==> src/rtl/fft_frame_buffer.sv <==
// -----------------------------------------------------------------------------
// fft_frame_buffer
//   Collects a stream of unsigned audio samples into an 8-deep sliding history
//   and presents 8-sample frames to a downstream FFT stage with a valid/ready
//   handshake. The source is never back-pressured: a frame that falls due while
//   the previous one is still unaccepted is dropped and flagged on overrun.
//
//   Configuration macro: FRAME_OVERLAP_EN
//     undefined : a frame every 8 samples (non-overlapping)
//     defined   : a frame every 4 samples once the history is full (50% overlap)
//   The first frame after reset always needs 8 samples.
//
// Ports
//   clk           in   single clock, rising edge
//   rst           in   synchronous, active-high reset
//   sample_in     in   DATA_W  unsigned sample, captured when sample_valid=1
//   sample_valid  in   qualifies sample_in
//   frame_ready   in   downstream accepts the presented frame
//   x_0..x_7      out  DATA_W  frame snapshot, x_0 oldest, x_7 newest
//   frame_valid   out  x_0..x_7 hold a valid, not-yet-accepted frame
//   overrun       out  one-cycle pulse when a due frame is dropped
// -----------------------------------------------------------------------------
module fft_frame_buffer #(
    parameter int unsigned DATA_W    = 12,
    parameter int unsigned FRAME_LEN = 8
) (
    input  logic              clk,
    input  logic              rst,
    input  logic [DATA_W-1:0] sample_in,
    input  logic              sample_valid,
    input  logic              frame_ready,
    output logic [DATA_W-1:0] x_0,
    output logic [DATA_W-1:0] x_1,
    output logic [DATA_W-1:0] x_2,
    output logic [DATA_W-1:0] x_3,
    output logic [DATA_W-1:0] x_4,
    output logic [DATA_W-1:0] x_5,
    output logic [DATA_W-1:0] x_6,
    output logic [DATA_W-1:0] x_7,
    output logic              frame_valid,
    output logic              overrun
);

    localparam int unsigned CNT_W = 4;
`ifdef FRAME_OVERLAP_EN
    localparam int unsigned HOP = 4;
`else
    localparam int unsigned HOP = 8;
`endif

    typedef enum logic {
        S_FILL = 1'b0,
        S_RUN  = 1'b1
    } state_e;

    state_e            state_q, state_d;
    logic [CNT_W-1:0]  cnt_q, cnt_d;
    logic [DATA_W-1:0] hist_q [FRAME_LEN];
    logic [DATA_W-1:0] hist_d [FRAME_LEN];
    logic [DATA_W-1:0] snap_q [FRAME_LEN];
    logic [DATA_W-1:0] snap_d [FRAME_LEN];
    logic              fv_q, fv_d;
    logic              ovr_q, ovr_d;
    logic              due_c;
    logic              xfer_c;

    // Next-state: history shift, frame-due detection, handshake and drop logic.
    always_comb begin
        state_d = state_q;
        cnt_d   = cnt_q;
        hist_d  = hist_q;
        snap_d  = snap_q;
        fv_d    = fv_q;
        ovr_d   = 1'b0;
        due_c   = 1'b0;
        xfer_c  = fv_q & frame_ready;

        if (sample_valid) begin
            for (int unsigned i = 0; i < FRAME_LEN - 1; i++) begin
                hist_d[i] = hist_q[i+1];
            end
            hist_d[FRAME_LEN-1] = sample_in;
            cnt_d = cnt_q + CNT_W'(1);

            // FILL always waits for a full history; RUN emits every HOP samples.
            if (state_q == S_FILL) begin
                if (cnt_d == CNT_W'(FRAME_LEN)) begin
                    due_c   = 1'b1;
                    state_d = S_RUN;
                end
            end else if (cnt_d == CNT_W'(HOP)) begin
                due_c = 1'b1;
            end
        end

        if (due_c) begin
            // A dropped frame still restarts the hop count.
            cnt_d = '0;
            if (!fv_q || xfer_c) begin
                snap_d = hist_d;
                fv_d   = 1'b1;
            end else begin
                ovr_d = 1'b1;
            end
        end else if (xfer_c) begin
            fv_d = 1'b0;
        end
    end

    // State and datapath registers.
    always_ff @(posedge clk) begin
        if (rst) begin
            state_q <= S_FILL;
            cnt_q   <= '0;
            fv_q    <= 1'b0;
            ovr_q   <= 1'b0;
            for (int unsigned i = 0; i < FRAME_LEN; i++) begin
                hist_q[i] <= '0;
                snap_q[i] <= '0;
            end
        end else begin
            state_q <= state_d;
            cnt_q   <= cnt_d;
            fv_q    <= fv_d;
            ovr_q   <= ovr_d;
            for (int unsigned i = 0; i < FRAME_LEN; i++) begin
                hist_q[i] <= hist_d[i];
                snap_q[i] <= snap_d[i];
            end
        end
    end

    assign x_0         = snap_q[0];
    assign x_1         = snap_q[1];
    assign x_2         = snap_q[2];
    assign x_3         = snap_q[3];
    assign x_4         = snap_q[4];
    assign x_5         = snap_q[5];
    assign x_6         = snap_q[6];
    assign x_7         = snap_q[7];
    assign frame_valid = fv_q;
    assign overrun     = ovr_q;

endmodule

==> config.mk <==
export PLATFORM = sky130hd
export DESIGN_NAME = fft_frame_buffer
export DESIGN_NICKNAME = d
export VERILOG_FILES = /design/src/rtl/fft_frame_buffer.sv
export SDC_FILE = /design/constraint.sdc
export NUM_CORES = 1
export LEC_CHECK = 0
export CAP_MARGIN = 30
export CORE_AREA = 3 3 128 130
export DETAILED_ROUTE_END_ITERATION = 16
export DIE_AREA = 0 0 131 133
export PLACE_DENSITY_LB_ADDON = 0.2
export SETUP_SLACK_MARGIN = 0.5
export SYNTH_ARGS = -nofsm -noshare
export SYNTH_HDL_FRONTEND = slang
export SYNTH_SLANG_ARGS = --single-unit
export TNS_END_PERCENT = 100
==> constraint.sdc <==
create_clock -name clk -period 2.7 [get_ports clk]
set_input_delay 0.54 -clock clk [delete_from_list [all_inputs] [get_ports clk]]
set_output_delay 0.54 -clock clk [all_outputs]
set_load 0.02 [all_outputs]
== Word level (Yosys, flattened, before mapping) ==
Index checks and enable logic that the tools add are counted.
Operators by class
  reduce and logical (&&, ||, !) cells: 7
  divide/modulo/power cells: 0
  order comparisons: 0
  multiplexer cells: 7
  add/subtract/negate cells: 1
  equality and inequality tests: 2
  shifts and indexed selects: 0
  bitwise gates (word level): 2
  multiply operators: 0
Operators with widths (count)
  2-to-1 mux 96 bit: 1
  2-to-1 mux 1 bit: 6
  adder 4 x 1 -> 4 bit, second input constant: 1
  == test 4 bit, second input constant: 1
  AND reduction 2 bit: 2
  OR reduction 2 bit: 2
  != test 2 x 1 -> 1 bit, second input constant: 1
  nonzero test 2 bit: 1
  bitwise AND 1 bit: 1
  logical NOT 1 bit: 1
  logical OR 1 bit: 1
  NOT 1 bit: 1
Word-level totals
  bits in writable memories: 0
  memories kept: 0
  memory bits (read-only): 0
  latch bits: 0
  input port bits: 16
  output and inout port bits: 98
  flip-flop bits (word level): 198

== Logic depth before layout (Yosys ltp) ==
  depth after elaboration: 6
  depth in mapped cells: 8
  depth with buffers taken out: 5

== Worst setup path before layout ==
OpenSTA, ideal clock, no wires.
  kind: register to register
  start point: register cnt_q[0]
  end point: register snap_q, in the netlist x_0[0]
  clock period less this slack: 1.827 ns
  arrival time: 1.706 ns
  path buffers: 3
  stages on the path, launching flop included: 9
  slack: 0.873 ns
  data required time: 2.579 ns
  cell sequence: dfxtp_1 > ha_1 > xnor2_1 > and2_4 > and4_4 > buf_6 > buf_12 > buf_12 > mux2_4
Between the ends
  longest elaborated chain between the ends: 5
Ends and longest elaborated chain
  start: declaration: RTL line 57  | logic [CNT_W-1:0] cnt_q, cnt_d;
  start signal: assignment: RTL line 123  | cnt_q <= cnt_d;
  adder 4 x 1 -> 4 bit: RTL line 83  | cnt_d = cnt_q + CNT_W'(1);
  == test 4 bit: RTL line 87, 91
  2-to-1 mux 1 bit: RTL line 87, 91
  2-to-1 mux 1 bit: RTL line 78  | if (sample_valid) begin
  AND reduction 2 bit (no source line)
  end signal: indexed assignment: RTL line 128  | snap_q[i] <= snap_d[i];
  end: declaration: RTL line 60  | logic [DATA_W-1:0] snap_q [FRAME_LEN];
Every way passes these cells.
A chain may end at the register's enable or synchronous reset.

== Worst setup path in the final report ==
  start point: register cnt_q[0]
  end point: register snap_q, in the netlist x_0[8]
The elaborated chain is that of the path after synthesis.

==> flow_summary.ini <==
[status]
run_status = complete, no violations

[detailed_routing]
drt_wl_total_um = 15060
residual_drc_count = 0
dr_total_vias = 4656
firstDrtPassIters = 6
avgRoutedWirePerCell_um = 15.50
drt_iter0_markers = 227
routed_via_density = 4.795
ant_nets = 0

[setup_path]
worst-setup-path-type = reg2reg
cp-end-kind = register
startpoint_type_of_the_worst_setup_path = register
critPathMaxFanout = 18
critPathRequiredTime_ns = 3.01
cp.arrival_ns = 2.28

[cts]
clock_insertion_delay_worst_skew_ns = 0.42
clk_transition_reported_paths_ns = 0.07
hold_buffers = 0
cts_buffers = 17
cts.path.max_buffers = 2
postCtsSetupBuffers = 0
clock_tree_from_tritoncts = built
clkSinkCount = 198
htree_levels = 4
cts_root_buffer = sky130_fd_sc_hd__clkbuf_16
cts-resized-gates = 0

[sta]
finalSetupViolations = 0
min_period_over_period_pct = 73.01
clock-skew-final_ns = 0.006624
final-max-slew-violation-count = 0
setup_total_negative_slack_ns = 0
grt_setup_unrepaired = no
worst_pin_slew_ns = 0.4970
fmax_ghz = 0.5073
finalHoldViolations = 0
maxSlewHeadroom_pct = 66.87
period_minus_slack_ns = 1.971

[layout]
most_common_library_cell_in_the_layout_ignoring_fill_and_taps = sky130_fd_sc_hd__dfxtp_1
postLayoutCellArea_um2 = 9413
final_nets = 766
area_delta_synth_final_pct = 24.29
post_route_cells_drive_above_1_share_pct = 18.95
final_cell_mix = 198 x sky130_fd_sc_hd__dfxtp_1, 111 x sky130_fd_sc_hd__clkdlybuf4s50_1, 97 x sky130_fd_sc_hd__mux2i_1, 97 x sky130_fd_sc_hd__nor2_1, 96 x sky130_fd_sc_hd__nor2b_1
n_antenna_cell = 0
instances_no_fill = 971

[logic_synthesis]
postSynthCellCount = 649
synth_area_per_cell_um2 = 11.67
synth_cell_type_count = 25
synth.yosys.warnings = 0
mappedNetlistArea_um2 = 7574
synth.yosys.seq_area_share_pct = 52.34
syn-num-nets = 667
ys_ff_latch = 198

[floorplan]
num_rows = 45
floorplan.die.height_um = 133
die-width_um = 131
initial_core_utilization_pct = 49.64
design.core.area_um2 = 15260
num_io_pins = 114
die_area_um2 = 17420

[power_and_ir_drop]
vdd_drop_max_mv = 0.3897
power_frac_clock_pct = 43.6
pwr-share-comb_pct = 3.4
total_leakage_power_nw = 3.889
netSwitchingFraction_pct = 20.75
power_frac_seq_pct = 52.9
p_int_mw = 4.436
switching_power_mw = 1.162
pwr_density_cell_nw_per_um2 = 594.7

[job]
drv.max_cap_violation_count = 0

[global_route]
antenna_violations_before_repair = 0
grt_pass1_vias = 4831
globalRouteTotalUtil_pct = 18.02
wire_length_of_the_first_global_routing_pass_um = 24720
largest_net_degree_at_the_start_of_global_routing = 67
grt_overflow_total = 0

[placement]
buffer_ports.inserted = 113
gp_routability_congestion = 0.7703
place.detailed.hpwl_um = 10390
dp.cells = 940
placed_area_um2 = 8833

[min_path]
hp-class = reg2reg
[layout make-up]
class | instances | area, µm²
fill | 1252 | 5846
timing repair buffer | 125 | 1286
multi-input combinational | 406 | 3319
clock inverter | 8 | 71.32
clock buffer | 23 | 508.0
sequential | 198 | 3964
tap | 211 | 264.0
[through the flow]
stage,total power [mW],setup slack [ns],hold WS (ns),util [%]
6_report,5.598,0.7288,0.5140,61.69
5_1_grt,5.793,0.6110,0.5477,61.69
4_1_cts,5.651,0.7053,0.5146,61.69
3_5_place_dp,3.223,0.4536,0.5043,57.89
3_3_place_gp,3.217,0.4720,0.4881,57.89
2_1_floorplan,3.160,0.8729,0.4653,-
[critical path, stage by stage (launching register included)]
cell	delay (ns)
sky130_fd_sc_hd__dfxtp_1	0.34
sky130_fd_sc_hd__ha_1	0.23
sky130_fd_sc_hd__xnor2_1	0.15
sky130_fd_sc_hd__and2_4	0.17
sky130_fd_sc_hd__and4_4	0.28
sky130_fd_sc_hd__buf_4	0.34
sky130_fd_sc_hd__mux2_4	0.34
[Yosys cell counts]
cell | number | area [µm²]
sky130_fd_sc_hd__a21oi_1 | 2 | 10.01
sky130_fd_sc_hd__and2_4 | 1 | 8.760
sky130_fd_sc_hd__and3_1 | 1 | 6.260
sky130_fd_sc_hd__and4_4 | 1 | 11.26
sky130_fd_sc_hd__buf_1 | 2 | 7.510
sky130_fd_sc_hd__buf_12 | 5 | 100.1
sky130_fd_sc_hd__buf_2 | 11 | 55.05
sky130_fd_sc_hd__buf_4 | 5 | 37.54
sky130_fd_sc_hd__buf_6 | 1 | 11.26
sky130_fd_sc_hd__clkbuf_1 | 21 | 78.83
sky130_fd_sc_hd__dfxtp_1 | 198 | 3964
sky130_fd_sc_hd__ha_1 | 2 | 25.02
sky130_fd_sc_hd__mux2_2 | 56 | 630.6
sky130_fd_sc_hd__mux2_4 | 40 | 600.6
sky130_fd_sc_hd__mux2i_1 | 97 | 970.9
sky130_fd_sc_hd__nand2_1 | 1 | 3.750
sky130_fd_sc_hd__nand2b_1 | 2 | 12.51
sky130_fd_sc_hd__nand3_1 | 2 | 10.01
sky130_fd_sc_hd__nand3b_1 | 1 | 7.510
sky130_fd_sc_hd__nor2_1 | 97 | 364.1
sky130_fd_sc_hd__nor2b_1 | 96 | 600.6
sky130_fd_sc_hd__nor3_1 | 3 | 15.01
sky130_fd_sc_hd__xnor2_1 | 2 | 17.52
sky130_fd_sc_hd__xnor2_2 | 1 | 16.27
sky130_fd_sc_hd__xor2_1 | 1 | 8.760
[layer usage]
layer | wire, µm | share of wire, % | vias up | GRT usage [%]
li1 | - | - | 2347 | -
met1 | 6881 | 46 | 2206 | 22.91
met2 | 7310 | 49 | 85 | 29.49
met3 | 639 | 4.2 | 18 | 4.925
met4 | 223 | 1.5 | 0 | 5.829
met5 | 0 | 0 | - | 0
[state kept, by name (all words and copies together), names as in the netlist]
name	flops
x_0	12
x_4	12
overrun	1
frame_valid	1
x_1	12
x_3	12
cnt_q	4
hist_q	96
x_7	12
x_2	12
x_5	12
x_6	12
[power groups by stage]
stage          logic [mW]  registers [mW]  clock network (mW)
6_report            0.191            2.96                2.44
5_1_grt             0.208            2.97                2.62
4_1_cts             0.193            2.96                2.49
3_5_place_dp        0.193            3.03                   0
3_3_place_gp        0.188            3.03                   0
2_1_floorplan       0.139            3.02                   0
[kinds of logic (layout without fill, tap and decap cells)]
kind of cell | count (synthesis) | in the layout | synth area share (%)
compound gates | 2 | 2 | 0.1322
xor+xnor | 4 | 4 | 0.5618
fa+ha+maj | 2 | 2 | 0.3304
buf+inv | 45 | 156 | 3.833
flops | 198 | 198 | 52.34
mux | 193 | 193 | 29.08
simple gates | 205 | 205 | 13.73
[worst paths after layout]
check,start,cells past startpoint,slack [ns],end
worst max register to register,cnt_q[0],6,0.73,x_0[8]
worst max-delay path,cnt_q[0],6,0.73,x_0[8]
worst min-delay path,cnt_q[3],2,0.51,cnt_q[3]
worst min register to register,cnt_q[3],2,0.51,cnt_q[3]
(Power assumes the default switching activity.)
